`src/rtl/sonar_ping_sequencer_pkg.sv`:
```
// Shared definitions for the sonar ping sequencer.
//   - default widths of the config counters and the time-of-flight result
//   - FSM state encoding
//   - ping_entry(): first active state of a ping. Zero-length BURST and BLANK
//     phases are skipped in the same transition.
package sonar_ping_sequencer_pkg;

    localparam int CNT_W_DEF = 16;
    localparam int TOF_W_DEF = 24;

    typedef enum logic [2:0] {
        ST_IDLE   = 3'd0,
        ST_BURST  = 3'd1,
        ST_BLANK  = 3'd2,
        ST_LISTEN = 3'd3,
        ST_DONE   = 3'd4,
        ST_GAP    = 3'd5
    } state_t;

    function automatic state_t ping_entry(input logic burst_zero, input logic blank_zero);
        if (!burst_zero) return ST_BURST;
        if (!blank_zero) return ST_BLANK;
        return ST_LISTEN;
    endfunction

endpackage

```
`src/rtl/sonar_ping_sequencer_tx_burst.sv`:
```
// Transmit burst generator for the sonar ping sequencer.
// It holds its counters cleared while inactive, so every BURST starts with
// tx high. tx toggles every half_per cycles, and a half_per of 0 counts as 1.
// burst_last flags the final cycle of the last full tx period.
// Ports:
//   clk, rst_n   clock, asynchronous active-low reset
//   active       high while the sequencer is in BURST
//   half_per     tx half-period in cycles (latched config)
//   burst_cnt    number of full tx periods (latched config, nonzero in BURST)
//   tx           transducer drive, 0 whenever inactive
//   burst_last   last BURST cycle
module sonar_ping_sequencer_tx_burst #(
    parameter int CNT_W = 16
) (
    input  logic             clk,
    input  logic             rst_n,
    input  logic             active,
    input  logic [CNT_W-1:0] half_per,
    input  logic [CNT_W-1:0] burst_cnt,
    output logic             tx,
    output logic             burst_last
);

    localparam logic [CNT_W-1:0] ONE = CNT_W'(1);

    logic [CNT_W-1:0] half_eff;
    logic [CNT_W-1:0] hp_cnt;
    logic [CNT_W-1:0] per_cnt;
    logic             phase;     // 0: tx high half, 1: tx low half
    logic             hp_end;

    assign half_eff   = (half_per == '0) ? ONE : half_per;
    assign hp_end     = (hp_cnt == half_eff - ONE);
    assign tx         = active && !phase;
    assign burst_last = active && hp_end && phase && (per_cnt == burst_cnt - ONE);

    always_ff @(posedge clk or negedge rst_n) begin
        if (!rst_n) begin
            hp_cnt  <= '0;
            per_cnt <= '0;
            phase   <= 1'b0;
        end else if (!active) begin
            hp_cnt  <= '0;
            per_cnt <= '0;
            phase   <= 1'b0;
        end else if (hp_end) begin
            hp_cnt <= '0;
            phase  <= !phase;
            if (phase) per_cnt <= per_cnt + ONE;
        end else begin
            hp_cnt <= hp_cnt + ONE;
        end
    end

endmodule

```
`src/rtl/sonar_ping_sequencer.sv`:
```
// Sonar ping sequencer. It runs one measurement per start_i: a transmit burst,
// then a blanking window, then a listen window. It gates and flushes the
// receive datapath and records the time of flight to the first rising edge
// of the comparator.
// Optional feature macro: PING_AUTO_REPEAT_EN. It adds auto_i/rep_gap_i and a
// GAP state that re-runs the ping from the latched config.
// Ports:
//   start_i, abort_i        ping request / forced return to IDLE (abort wins)
//   burst_cnt_i, half_per_i tx burst config (latched at start)
//   blank_i, listen_i       blanking / listen window lengths (latched at start)
//   echo_i                  comparator output, synchronous to clk
//   tx_o                    transducer drive
//   dp_en_o, dp_clr_o       datapath enable (LISTEN), flush on LISTEN entry
//   busy_o, done_o          not IDLE / 1-cycle completion pulse
//   timeout_o, tof_o        sticky result of the last completed ping
//   irq_o                   set with done_o, cleared by an accepted start
//   auto_i, rep_gap_i       (PING_AUTO_REPEAT_EN) repeat enable and gap length
module sonar_ping_sequencer
    import sonar_ping_sequencer_pkg::*;
#(
    parameter int CNT_W = CNT_W_DEF,
    parameter int TOF_W = TOF_W_DEF
) (
    input  logic             clk,
    input  logic             rst_n,
    input  logic             start_i,
    input  logic             abort_i,
    input  logic [CNT_W-1:0] burst_cnt_i,
    input  logic [CNT_W-1:0] half_per_i,
    input  logic [CNT_W-1:0] blank_i,
    input  logic [CNT_W-1:0] listen_i,
`ifdef PING_AUTO_REPEAT_EN
    input  logic             auto_i,
    input  logic [CNT_W-1:0] rep_gap_i,
`endif
    input  logic             echo_i,
    output logic             tx_o,
    output logic             dp_en_o,
    output logic             dp_clr_o,
    output logic             busy_o,
    output logic             done_o,
    output logic             timeout_o,
    output logic [TOF_W-1:0] tof_o,
    output logic             irq_o
);

    localparam logic [CNT_W-1:0] ONE     = CNT_W'(1);
    localparam logic [CNT_W:0]   ONE_X   = (CNT_W + 1)'(1);
    localparam logic [TOF_W-1:0] TOF_ONE = TOF_W'(1);

    state_t           state_q, state_d;
    logic [CNT_W-1:0] burst_q, half_q, blank_q, listen_q;
    logic [CNT_W-1:0] cnt_q;     // cycles spent in the current state
    logic [CNT_W:0]   cnt_inc;   // cnt_q + 1 without wrap, for end-of-window compares
    logic [TOF_W-1:0] tof_q;
    logic             echo_q;
    logic             start_ok, detect, listen_end, blank_end, burst_last;
    logic             ping_entering, result_en;
`ifdef PING_AUTO_REPEAT_EN
    logic             gap_end;
`endif

    assign cnt_inc    = {1'b0, cnt_q} + ONE_X;
    assign start_ok   = (state_q == ST_IDLE) && start_i && !abort_i;
    assign detect     = (state_q == ST_LISTEN) && echo_i && !echo_q;
    // A listen length of 0 or 1 expires on the first LISTEN cycle.
    assign listen_end = (state_q == ST_LISTEN) && (cnt_inc >= {1'b0, listen_q});
    assign blank_end  = (state_q == ST_BLANK) && (cnt_inc == {1'b0, blank_q});
    assign result_en  = (state_q == ST_LISTEN) && !abort_i && (detect || listen_end);
`ifdef PING_AUTO_REPEAT_EN
    assign gap_end    = (state_q == ST_GAP) && (cnt_inc >= {1'b0, rep_gap_i});
`endif

    // The tof counter restarts on any entry into the active part of a ping.
    assign ping_entering = ((state_q == ST_IDLE) || (state_q == ST_GAP)) &&
                           (state_d inside {ST_BURST, ST_BLANK, ST_LISTEN});

    sonar_ping_sequencer_tx_burst #(.CNT_W(CNT_W)) u_tx_burst (
        .clk        (clk),
        .rst_n      (rst_n),
        .active     (state_q == ST_BURST),
        .half_per   (half_q),
        .burst_cnt  (burst_q),
        .tx         (tx_o),
        .burst_last (burst_last)
    );

    always_comb begin
        state_d = state_q;
        case (state_q)
            ST_IDLE: begin
                // Skip decisions use the inputs directly because they are latched on this edge.
                if (start_ok) state_d = ping_entry(burst_cnt_i == '0, blank_i == '0);
            end
            ST_BURST: begin
                if (burst_last) state_d = (blank_q == '0) ? ST_LISTEN : ST_BLANK;
            end
            ST_BLANK: begin
                if (blank_end) state_d = ST_LISTEN;
            end
            ST_LISTEN: begin
                if (detect || listen_end) state_d = ST_DONE;
            end
            ST_DONE: begin
`ifdef PING_AUTO_REPEAT_EN
                state_d = auto_i ? ST_GAP : ST_IDLE;
`else
                state_d = ST_IDLE;
`endif
            end
            ST_GAP: begin
`ifdef PING_AUTO_REPEAT_EN
                if (!auto_i)      state_d = ST_IDLE;
                else if (gap_end) state_d = ping_entry(burst_q == '0, blank_q == '0);
`else
                state_d = ST_IDLE;
`endif
            end
            default: state_d = ST_IDLE;
        endcase
        if (abort_i) state_d = ST_IDLE;
    end

    assign busy_o   = (state_q != ST_IDLE);
    assign dp_en_o  = (state_q == ST_LISTEN);
    assign dp_clr_o = (state_q == ST_LISTEN) && (cnt_q == '0);
    assign done_o   = (state_q == ST_DONE);

    always_ff @(posedge clk or negedge rst_n) begin
        if (!rst_n) begin
            state_q   <= ST_IDLE;
            cnt_q     <= '0;
            tof_q     <= '0;
            echo_q    <= 1'b0;
            tof_o     <= '0;
            timeout_o <= 1'b0;
            irq_o     <= 1'b0;
        end else begin
            state_q <= state_d;
            echo_q  <= echo_i;

            if (state_d != state_q)       cnt_q <= '0;
            else if (state_q != ST_IDLE)  cnt_q <= cnt_q + ONE;

            if (ping_entering)                  tof_q <= '0;
            else if (busy_o && (tof_q != '1))   tof_q <= tof_q + TOF_ONE;

            if (start_ok) irq_o <= 1'b0;

            // Detect takes priority over expiry in the same cycle.
            if (result_en) begin
                irq_o <= 1'b1;
                if (detect) begin
                    tof_o     <= tof_q;
                    timeout_o <= 1'b0;
                end else begin
                    tof_o     <= '1;
                    timeout_o <= 1'b1;
                end
            end
        end
    end

    // Config is captured only on an accepted start, so mid-ping changes are ignored.
    always_ff @(posedge clk) begin
        if (start_ok) begin
            burst_q  <= burst_cnt_i;
            half_q   <= half_per_i;
            blank_q  <= blank_i;
            listen_q <= listen_i;
        end
    end

endmodule

```
`config.mk`:
```
export PLATFORM = sky130hd
export DESIGN_NAME = sonar_ping_sequencer
export DESIGN_NICKNAME = d
export VERILOG_FILES = /design/src/rtl/sonar_ping_sequencer_pkg.sv /design/src/rtl/sonar_ping_sequencer_tx_burst.sv /design/src/rtl/sonar_ping_sequencer.sv
export SDC_FILE = /design/constraint.sdc
export NUM_CORES = 1
export LEC_CHECK = 0
export BUFFER_PORTS_ARGS = -buffer_cell sky130_fd_sc_hd__buf_4
export CORE_ASPECT_RATIO = 0.8
export CORE_UTILIZATION = 45
export CTS_BUF_LIST = sky130_fd_sc_hd__clkbuf_8
export DETAILED_ROUTE_END_ITERATION = 16
export PLACE_DENSITY_LB_ADDON = 0.25
export SKIP_LAST_GASP = 1
export SLEW_MARGIN = 15
export SYNTH_ARGS = -nofsm -noshare
export SYNTH_HDL_FRONTEND = slang
export SYNTH_SLANG_ARGS = --single-unit
export TNS_END_PERCENT = 1
```
`constraint.sdc`:
```
create_clock -name clk -period 3.9 [get_ports clk]
set_input_delay 0.39 -clock clk [delete_from_list [all_inputs] [get_ports clk]]
set_output_delay 0.39 -clock clk [all_outputs]
set_load 0.02 [all_outputs]
```
==> summary.md <==
| Metric | Value |
|---|---|
| Status | `complete, no violations` |
| FF+latch area | `4500 um^2` |
| Vias per Instance | `5.65` |
| DRC errors left | `0` |
| DRT Pass-1 Iters | `7` |
| Final Hold Viols | `0` |
| Post-Syn Area per Cell | `10.1 um^2` |
| CTS clock-pin slew for the worst setup and hold paths | `0.09 ns` |
| Switch Pwr | `0.940 mW` |
| Post-synth net total | `between 1,000 and 1,500` |
| Clk pwr share | `36.2%` |
| Rel. slew slack | `approximately 53%` |
| # IOs | `100` |
| RSZ-0062 raised after global routing | `true` |
| Largest net degree at the start of global routing | `88` |
| Final #Nets | `1,115` |
| Skew-Pair Late Insertion Delay | `0.48 ns` |
| Multi-input gate area | `about 4400 um^2` |
| Initial antenna violation count | `0` |
| Final clock skew | `0.0241 ns` |
| Final setup TNS | `0 ns` |
| Area leader, netlist | `dfrtp_1` |
| Setup crit start kind | `flop` |
| Number of flops mapped to enable cells by yosys | `64` |
| Critical path, cell by cell | `nand4_2 > nor4_1 > xnor2_1 > inv_1 > ha_1 > and3_1 > nand3_1 > o41ai_1 > nor3_1 > o2111ai_1 > or2_1 > buf_4 > nor2_1` |
| Antenna viol nets, final | `0` |
| Fraction of registers with async set/reset | `61.7%` |
| Fin crit period | `3.79 ns` |
| Slew Viols, Final | `0` |
| CP Capture Type | `flop` |
| Final Non-Filler Cells | `1,300` |
| Vias in the first global route | `6,873` |
| Starting Density | `46.3%` |
| CTS root buf | `clkbuf_8` |
| Main flop type after synthesis | `dfrtp_1` |
| Final Cycle Share | `just under 100%` |
| Core footprint | `20,000 um^2` |
| Post-synth cell types | `a little under 80` |
| Post-synth design cell area | `9280 um^2` |
| ANT cells | `0` |
| H-tree levels | `4` |
| Vias | `7,347` |
| Tightest Pin Transition | `0.695 ns` |
| Synth area leaders | `dfrtp_1, edfxtp_1, xnor2_1` |
| Synth top cells by count | `dfrtp_1, nor2_1, nand2_1, edfxtp_1, xnor2_1` |
| Peak supply drop | `234 uV` |
| Comb pwr share | `9.2%` |
| Worst-path fanout max | `9` |
| Most common cell in the netlist | `dfrtp_1` |
| Max Root-Sink Buffers | `2` |
| First-pass GRT wire length | `36.8 mm` |
| Sequential element share of the synthesized area | `48.5%` |
| Ys Warns | `0` |
| HP Class | `primary input to flop` |
| Power Internal | `2.61 mW` |
| Flops & latches, synth | `167` |
| Crit Path Category | `flop to flop` |
| Crit path DAT | `4.15 ns` |
| # Max-Cap Violations | `0` |
| Leak | `4.45 nW` |
| Die Y | `130 um` |
| Die Span X | `between 150 and 200 um` |
| Routability cong. | `0.937` |
| FP Rows | `46` |
| Buf+Inv Stages, Crit Path | `2` |
| Ratio of cells with drive above 1 in the final layout | `18.4%` |
| CP max stage cell | `dfrtp_1` |
| Dpl cells | `1,265` |
| Clock Sinks | `167` |
| First DRT Iteration DRCs | `649` |
| Post-synth top area share | `27.8%` |
| Fillers | `between 1,500 and 2,000` |
| Area growth syn-to-layout | `16.7%` |
| WL final | `roughly 23 mm` |
| Die area | `about 21,000 um^2` |
| Num CTS Buffers | `17` |
| Switch share | `around a quarter` |
| Final setup vio count | `0` |
| Fmax | `264 MHz` |
| Worst path max stage delay | `0.54 ns` |
| IO Port Bufs | `99` |
| All-layer global routing usage | `22.5%` |
| Post-Synthesis Cells | `914` |
| Pwr/cell area | `328 nW/um^2` |
| CTS tree | `done` |
| Critical path required time | `4.26 ns` |
| Detailed placement HPWL | `roughly 17 mm` |
| Delay-heaviest family, CP | `simple AND/OR/NAND/NOR gates` |
| Routed wire per std cell | `17.6 um` |
| Share of power burned in registers | `a little over half` |
| Grt total ovfl | `0` |
worst register-to-register path: stages (launching register included):
cell and delay, ns:
dfrtp_1 0.54, nand4_2 0.28, nor4_1 0.49, xnor2_1 0.27, inv_1 0.13, ha_1 0.31
and3_1 0.16, nand3_1 0.09, o41ai_1 0.50, nor3_1 0.15, o2111ai_1 0.21, or2_1 0.28
buf_4 0.22, nor2_1 0.06
timing repair:
action	CTS	global route
hold buffers	1	0
endpoints found under the setup margin	0	41
gates resized for setup	0	0
endpoints found under the hold margin	42	0
setup buffers	0	2
cell usage in the layout (no fill, tap or decap), types with 12 or more instances in the layout:
cell type	netlist	layout
a21oi_1	27	27
buf_4	5	126
xor2_1	43	43
nand2_1	73	73
o21ai_0	24	24
nor2_1	99	99
nor3_1	17	17
nand4_1	22	22
ha_1	23	23
edfxtp_1	64	64
nand2b_1	15	15
dfrtp_1	103	103
xnor2_1	55	55
or3_1	14	14
and3_1	12	12
nor4_1	27	27
o22a_1	24	24
nand3_1	33	33
clkbuf_8	0	17
inv_1	43	44
power groups by stage:
stage	clock, mW	sequential (mW)	combinational [mW]
after floorplan	0	1.97	0.179
after global placement	0	1.98	0.323
after detailed placement	0	1.98	0.326
after CTS	1.32	1.94	0.329
after global routing	1.39	1.95	0.367
final	1.29	1.94	0.326
metrics by stage:
step	util, %	power (mW)	hold slack, ns	setup WS (ns)	area [um^2]
6_report	54.1	3.55	0.0639	0.109	10800
5_1_grt	54.1	3.71	0.0308	-0.134	10800
4_1_cts	54.0	3.59	0.0360	0.119	10800
3_5_place_dp	51.9	2.30	0.446	0.178	10400
3_3_place_gp	51.9	2.30	0.440	0.283	10400
2_1_floorplan	-	2.14	0.0944	0.0435	9280
path summary, 6_finish.rpt:
kind	from	end	slack [ns]	cells past startpoint
worst max-delay path	cnt_q[3]$_DFFE_PN0P_	cnt_q[9]$_DFFE_PN0P_	0.11	13
min in group asynchronous	rst_n	tof_q[16]$_DFFE_PN0P_	0.45	2
worst min-delay path	echo_i	echo_q$_DFF_PN0_	0.06	1
worst min register to register	tof_q[23]$_DFFE_PN0P_	tof_q[23]$_DFFE_PN0P_	0.51	1
max in group asynchronous	rst_n	u_tx_burst.per_cnt[14]$_DFFE_PN0P_	2.58	3
worst max register to register	cnt_q[3]$_DFFE_PN0P_	cnt_q[9]$_DFFE_PN0P_	0.11	13
cell type report:
cell class                 count  area share [%]
clock buffer                  17            2.16
tap                          264            3.05
timing repair buffer         129            9.20
inverter                      44            1.54
multi-input combinational    664            41.0
clock inverter                15            1.55
sequential                   167            41.6
logic make-up after synthesis:
logic type	synth area share (%)
and+or+nand+nor	21.7
DFF	48.5
AOI/OAI and AO/OA	12.1
xor gates and xnor gates	9.50
buffers and inverters	3.79
adders and majority gates	3.10
muxes	1.38
registers in the layout, summed over array words and instances, names as in the netlist:
name and flops:
listen_q 16, cnt_q 16, u_tx_burst.per_cnt 16, u_tx_burst.phase 1, tof_o 24, tof_q 24, u_tx_burst.hp_cnt 16, timeout_o 1
blank_q 16, burst_q 16, state_q 3, irq_o 1, echo_q 1, half_q 16
layer usage:
metal,track usage (%),routed length (um)
met3,4.61,1500
met5,0,0
met1,33.4,11000
met4,6.16,328
met2,33.1,10000
Power figures use the tool's default switching activity.
